--- src/rtl/output_vc_credit_ctrl.sv ---
// Per-output-VC ownership FSM and downstream credit counters; optional VC_CREDIT_ERROR_CHECK_EN adds sticky protocol_error.
// Latency: every input event shows on the outputs one cycle later (outputs decode flops only).
// Backpressure: on_off blocks switch allocation at zero credits; vc_free gates VC allocation.
module output_vc_credit_ctrl #(
    parameter int N            = 5,
    parameter int M            = 4,
    parameter int BUFFER_DEPTH = 8,
    localparam int CW          = $clog2(BUFFER_DEPTH + 1)
) (
    input  logic                           clk,
    input  logic                           reset,
    input  logic [N-1:0][M-1:0]            vc_alloc_grant,
    input  logic [N-1:0][M-1:0]            flit_sent,
    input  logic [N-1:0][M-1:0]            flit_sent_tail,
    input  logic [N-1:0][M-1:0]            credit_in,
    output logic [N-1:0][M-1:0]            on_off,
    output logic [N-1:0][M-1:0]            vc_free,
    output logic [N-1:0][M-1:0][CW-1:0]    credit_count
`ifdef VC_CREDIT_ERROR_CHECK_EN
    ,
    output logic [N-1:0][M-1:0]            protocol_error
`endif
);

    typedef enum logic [1:0] {IDLE, ALLOCATED, ACTIVE, DRAIN} vc_state_e;

    localparam logic [CW-1:0] FULL = CW'(BUFFER_DEPTH);

    vc_state_e                     state_q [N][M];
    logic [N-1:0][M-1:0][CW-1:0]   cnt_q;
    logic [N-1:0][M-1:0][CW-1:0]   cnt_d;

    // Simultaneous send and credit cancel; a lone event saturates at 0 / FULL.
    always_comb begin
        cnt_d = cnt_q;
        for (int i = 0; i < N; i++) begin
            for (int j = 0; j < M; j++) begin
                if (flit_sent[i][j] && !credit_in[i][j] && cnt_q[i][j] != '0)
                    cnt_d[i][j] = cnt_q[i][j] - 1'b1;
                else if (credit_in[i][j] && !flit_sent[i][j] && cnt_q[i][j] != FULL)
                    cnt_d[i][j] = cnt_q[i][j] + 1'b1;
            end
        end
    end

    always_ff @(posedge clk or posedge reset) begin
        if (reset) begin
            for (int i = 0; i < N; i++) begin
                for (int j = 0; j < M; j++) begin
                    state_q[i][j] <= IDLE;
                    cnt_q[i][j]   <= FULL;
                end
            end
        end else begin
            cnt_q <= cnt_d;
            for (int i = 0; i < N; i++) begin
                for (int j = 0; j < M; j++) begin
                    case (state_q[i][j])
                        IDLE:      if (vc_alloc_grant[i][j]) state_q[i][j] <= ALLOCATED;
                        ALLOCATED: if (flit_sent[i][j])
                                       state_q[i][j] <= flit_sent_tail[i][j] ? DRAIN : ACTIVE;
                        ACTIVE:    if (flit_sent[i][j] && flit_sent_tail[i][j])
                                       state_q[i][j] <= DRAIN;
                        // Release only once every outstanding credit is home.
                        DRAIN:     if (cnt_d[i][j] == FULL) state_q[i][j] <= IDLE;
                        default:   state_q[i][j] <= IDLE;
                    endcase
                end
            end
        end
    end

    always_comb begin
        for (int i = 0; i < N; i++) begin
            for (int j = 0; j < M; j++) begin
                on_off[i][j]  = (cnt_q[i][j] == '0);
                vc_free[i][j] = (state_q[i][j] == IDLE);
            end
        end
        credit_count = cnt_q;
    end

`ifdef VC_CREDIT_ERROR_CHECK_EN
    logic [N-1:0][M-1:0] err_q;
    logic [N-1:0][M-1:0] err_d;

    always_comb begin
        err_d = err_q;
        for (int i = 0; i < N; i++) begin
            for (int j = 0; j < M; j++) begin
                if ((flit_sent[i][j] && !credit_in[i][j] && cnt_q[i][j] == '0) ||
                    (credit_in[i][j] && !flit_sent[i][j] && cnt_q[i][j] == FULL) ||
                    (vc_alloc_grant[i][j] && state_q[i][j] != IDLE) ||
                    (flit_sent[i][j] && (state_q[i][j] == IDLE || state_q[i][j] == DRAIN)) ||
                    (flit_sent_tail[i][j] && !flit_sent[i][j]) ||
                    (flit_sent[i][j] && $countones(flit_sent[i]) > 1))
                    err_d[i][j] = 1'b1;
            end
        end
    end

    always_ff @(posedge clk or posedge reset) begin
        if (reset) err_q <= '0;
        else       err_q <= err_d;
    end

    assign protocol_error = err_q;
`endif

endmodule

--- config.mk ---
export PLATFORM = sky130hd
export DESIGN_NAME = output_vc_credit_ctrl
export DESIGN_NICKNAME = d
export VERILOG_FILES = /design/src/rtl/output_vc_credit_ctrl.sv
export SDC_FILE = /design/constraint.sdc
export NUM_CORES = 1
export LEC_CHECK = 0
export BUFFER_PORTS_ARGS = -buffer_cell sky130_fd_sc_hd__buf_4
export CAP_MARGIN = 10
export CORE_MARGIN = 8
export CORE_UTILIZATION = 58
export CTS_CLUSTER_DIAMETER = 30
export DETAILED_ROUTE_END_ITERATION = 10
export PLACE_DENSITY = 0.83
export SETUP_SLACK_MARGIN = 0.4
export SLEW_MARGIN = 40
export SYNTH_ARGS = -nofsm -noshare
export SYNTH_HDL_FRONTEND = slang
export SYNTH_SLANG_ARGS = --single-unit
--- constraint.sdc ---
create_clock -name clk -period 9.38 [get_ports clk]
set_input_delay 1.407 -clock clk [delete_from_list [all_inputs] [get_ports clk]]
set_output_delay 1.407 -clock clk [all_outputs]
set_load 0.01 [all_outputs]
==> load_flow_metrics.sql <==
INSERT INTO impl_metrics (metric_group, metric, value, unit) VALUES
('run_status', 'run_status', 'finished clean', ''),
('timing', 'setup_viol', '0', ''),
('synthesis', 'syn_area_per_cell', '8.67', 'µm²'),
('cts', 'cts_tree', 'built', ''),
('die', 'fp-row-count', '48', ''),
('cts', 'post_cts_setup_buffer_count', '0', ''),
('synthesis', 'ys_top_cells_by_count', 'sky130_fd_sc_hd__inv_1 (154), sky130_fd_sc_hd__ha_1 (120), sky130_fd_sc_hd__dfrtp_1 (100)', ''),
('detailed_routing', 'postRouteWirelength', '24.3', 'mm'),
('worst_setup_path', 'worst_r2r_endpoint', 'state_q[19]', ''),
('cts', 'clk_pin_slew', '50', 'ps'),
('synthesis', 'synth.largest_area_cell', 'sky130_fd_sc_hd__dfrtp_1', ''),
('grt', 'grt_remaining_overflow', '0', ''),
('cts', 'clock-root-buffer', 'sky130_fd_sc_hd__clkbuf_16', ''),
('die', 'floorplan.die.width', '149', 'µm'),
('worst_setup_path', 'worstSetupPathType', 'reg -> out', ''),
('detailed_routing', 'wl_per_cell', '15.1', 'µm'),
('worst_setup_path', 'timing.critical_path.arrival', '1820', 'ps'),
('worst_setup_path', 'cp_cell_sequence', 'inv_1 > ha_1 > nor3b_1 > buf_4', ''),
('grt', 'wire_length_of_the_first_global_routing_pass', '40.6', 'mm'),
('cts', 'cts-buffers-inserted', '17', ''),
('timing', 'final_number_of_hold_violating_endpoints', '0', ''),
('grt', 'grt_start_max_net_pins', '62', ''),
('worst_setup_path', 'reg2regPathDepth', '9', ''),
('synthesis', 'yosys_warn_count', '0', ''),
('detailed_routing', 'remaining_drc_errors', '0', ''),
('synthesis', 'synth_enable_flop_cells', '0', ''),
('power', 'power_density_cells', '349', 'nW/µm²'),
('synthesis', 'syn_inst', '1183', ''),
('timing', 'worstMarginPinSlew', '607', 'ps'),
('placed_design', 'detailedPlacementHpwl', '18.6', 'mm'),
('timing', 'rsz_0062_raised_after_global_routing', 'no', ''),
('synthesis', 'synthDominantCellAreaShare', '24.4', '%'),
('worst_setup_path', 'timing.critical_path.to_type', 'primary output', ''),
('power', 'leakagePower', '6.03', 'nW'),
('placed_design', 'port-buffer-count', '201', ''),
('cts', 'post_cts_resize_count', '0', ''),
('timing', 'final_min_period_over_clock_period', '34.4', '%'),
('cts', 'clock_tree.buffer_depth', '2', ''),
('worst_setup_path', 'cp_data_required_time', '7970', 'ps'),
('die', 'core_region_area', '17300', 'µm²'),
('worst_setup_path', 'timing.critical_path.slowest_cell_delay', '440', 'ps'),
('die', 'die-area', '22200', 'µm²'),
('synthesis', 'post_syn_area', '10300', 'µm²'),
('timing', 'final_period_minus_worst_setup_slack', '3230', 'ps'),
('cts', 'clock_latency', '420', 'ps'),
('synthesis', 'yosys.cell_count.top_type', 'sky130_fd_sc_hd__inv_1', ''),
('synthesis', 'synth_async_sr_flop_share', '100', '%'),
('synthesis', 'syn_nets', '1385', ''),
('timing', 'max_freq', '310', 'MHz'),
('finish', 'area_growth', '21.9', '%'),
('finish', 'final_nets', '1574', ''),
('finish', 'layout-drive-gt1-share', '22.0', '%'),
('power', 'ir_drop', '178', 'µV'),
('cts', 'cts_htree_levels', '4', ''),
('synthesis', 'dominant_cells_by_area_after_synthesis', 'sky130_fd_sc_hd__dfrtp_1 (24%), sky130_fd_sc_hd__ha_1 (15%), sky130_fd_sc_hd__inv_1 (5.6%)', ''),
('detailed_routing', 'first_pass_iters', '5', ''),
('cts', 'cts.sink_count', '120', ''),
('finish', 'final_design_area_no_fill', '12500', 'µm²'),
('finish', 'antenna_cells', '0', ''),
('worst_setup_path', 'critical-path-slowest-cell', 'sky130_fd_sc_hd__dfrtp_1', ''),
('worst_setup_path', 'setup.worst_path.end', 'on_off[9]', ''),
('worst_setup_path', 'timing.critical_path.fanout_max', '7', ''),
('grt', 'grt_antenna_before_repair', '0', ''),
('die', 'die_y', '149', 'µm'),
('synthesis', 'ys_ff_latch', '120', ''),
('worst_hold_path', 'timing.hold.worst.class', 'reg -> reg', ''),
('worst_setup_path', 'ff2ff_setup_slack', '6570', 'ps'),
('synthesis', 'synth.yosys.seq_area_share', '29.5', '%'),
('grt', 'grt_usage', '21.5', '%'),
('timing', 'count_of_pins_over_their_slew_limit', '0', ''),
('flow_run', 'cap_viol_max_count', '0', '');
==> worst max-delay path: cells and delay by family, from the launching register on <==
kind	cells	cell delay, ps
buffers and inverters	2	320
AND/OR/NAND/NOR	1	370
flip-flops	1	440
adder cells (fa/ha/maj)	1	290
==> routing by layer <==
layer	vias to the layer above	track usage [%]	wire, µm
met5	-	0	0
li1	4638	-	-
met1	4402	26.4	10700
met2	255	36.2	11700
met3	32	5.79	1570
met4	0	6.16	340
==> cells by family (layout without fill, tap and decap cells) <==
logic type / after synthesis / in the layout / share of synthesized area [%]
xor gates and xnor gates: 41 / 41 / 3.50
AOI/OAI and AO/OA: 324 / 324 / 22.6
muxes: 33 / 33 / 3.50
adders and majority gates: 120 / 120 / 14.6
and+or+nand+nor: 359 / 359 / 19.3
buffers and inverters: 186 / 388 / 6.95
DFF: 120 / 120 / 29.5
==> worst min path at each step <==
stage,from,endpoint,slack (ps),cells after the start
after detailed placement,state_q[12],state_q[12],540,1
after global routing,state_q[12],state_q[12],570,1
after CTS,state_q[12],state_q[12],540,1
after global placement,state_q[12],state_q[12],520,1
after floorplan,state_q[12],state_q[12],490,1
final,state_q[12],state_q[12],540,1
==> flip-flops by register name, indices dropped and copies added, names as in the netlist <==
| name | cells |
|---|---|
| credit_count | 80 |
| state_q | 40 |
==> power breakdown <==
group	leakage, nW	total [mW]	internal (mW)	switching (mW)
logic	4.39	2.43	1.21	1.22
registers	1.38	1.31	0.831	0.478
clock network	0.260	0.632	0.395	0.237
total	6.03	4.37	2.44	1.93
==> layout make-up <==
type | instances | area, µm²
clock inverter | 12 | 128
timing repair buffer | 202 | 1520
sequential | 120 | 3030
clock buffer | 20 | 447
inverter | 154 | 583
multi-input combinational | 877 | 6520
fill | 1332 | 4790
tap | 225 | 282
==> through the flow <==
step                      util, %  hold slack, ps  setup slack (ps)  power [mW]  cells
final                        72.3             540              6150        4.37   1610
after global routing         72.3             570              6010        4.76   1610
after CTS                    72.3             545              6140        4.40   1610
after detailed placement     69.0             538              5840        3.73   1578
after global placement       69.0             518              5970        3.64   1578
after floorplan                 -             486              4820        2.90   1183
==> cell usage in the layout, fill, tap and decap left out, types with 17 or more instances in the layout <==
cell type and instances:
sky130_fd_sc_hd__nand2b_1 26, sky130_fd_sc_hd__nand4_1 17, sky130_fd_sc_hd__nor3_1 22, sky130_fd_sc_hd__mux2_2 22, sky130_fd_sc_hd__nor2_1 56, sky130_fd_sc_hd__nor2b_1 21
sky130_fd_sc_hd__buf_4 201, sky130_fd_sc_hd__a211oi_1 22, sky130_fd_sc_hd__o21ai_0 80, sky130_fd_sc_hd__clkbuf_16 17, sky130_fd_sc_hd__ha_1 120, sky130_fd_sc_hd__nand2_1 97
sky130_fd_sc_hd__nand3_1 19, sky130_fd_sc_hd__dfrtp_1 100, sky130_fd_sc_hd__xnor2_1 21, sky130_fd_sc_hd__inv_1 153, sky130_fd_sc_hd__a21oi_1 48, sky130_fd_sc_hd__xor2_1 20
sky130_fd_sc_hd__dfstp_2 20, sky130_fd_sc_hd__o22ai_1 18
Note: power is estimated with default switching activity, not from simulation.
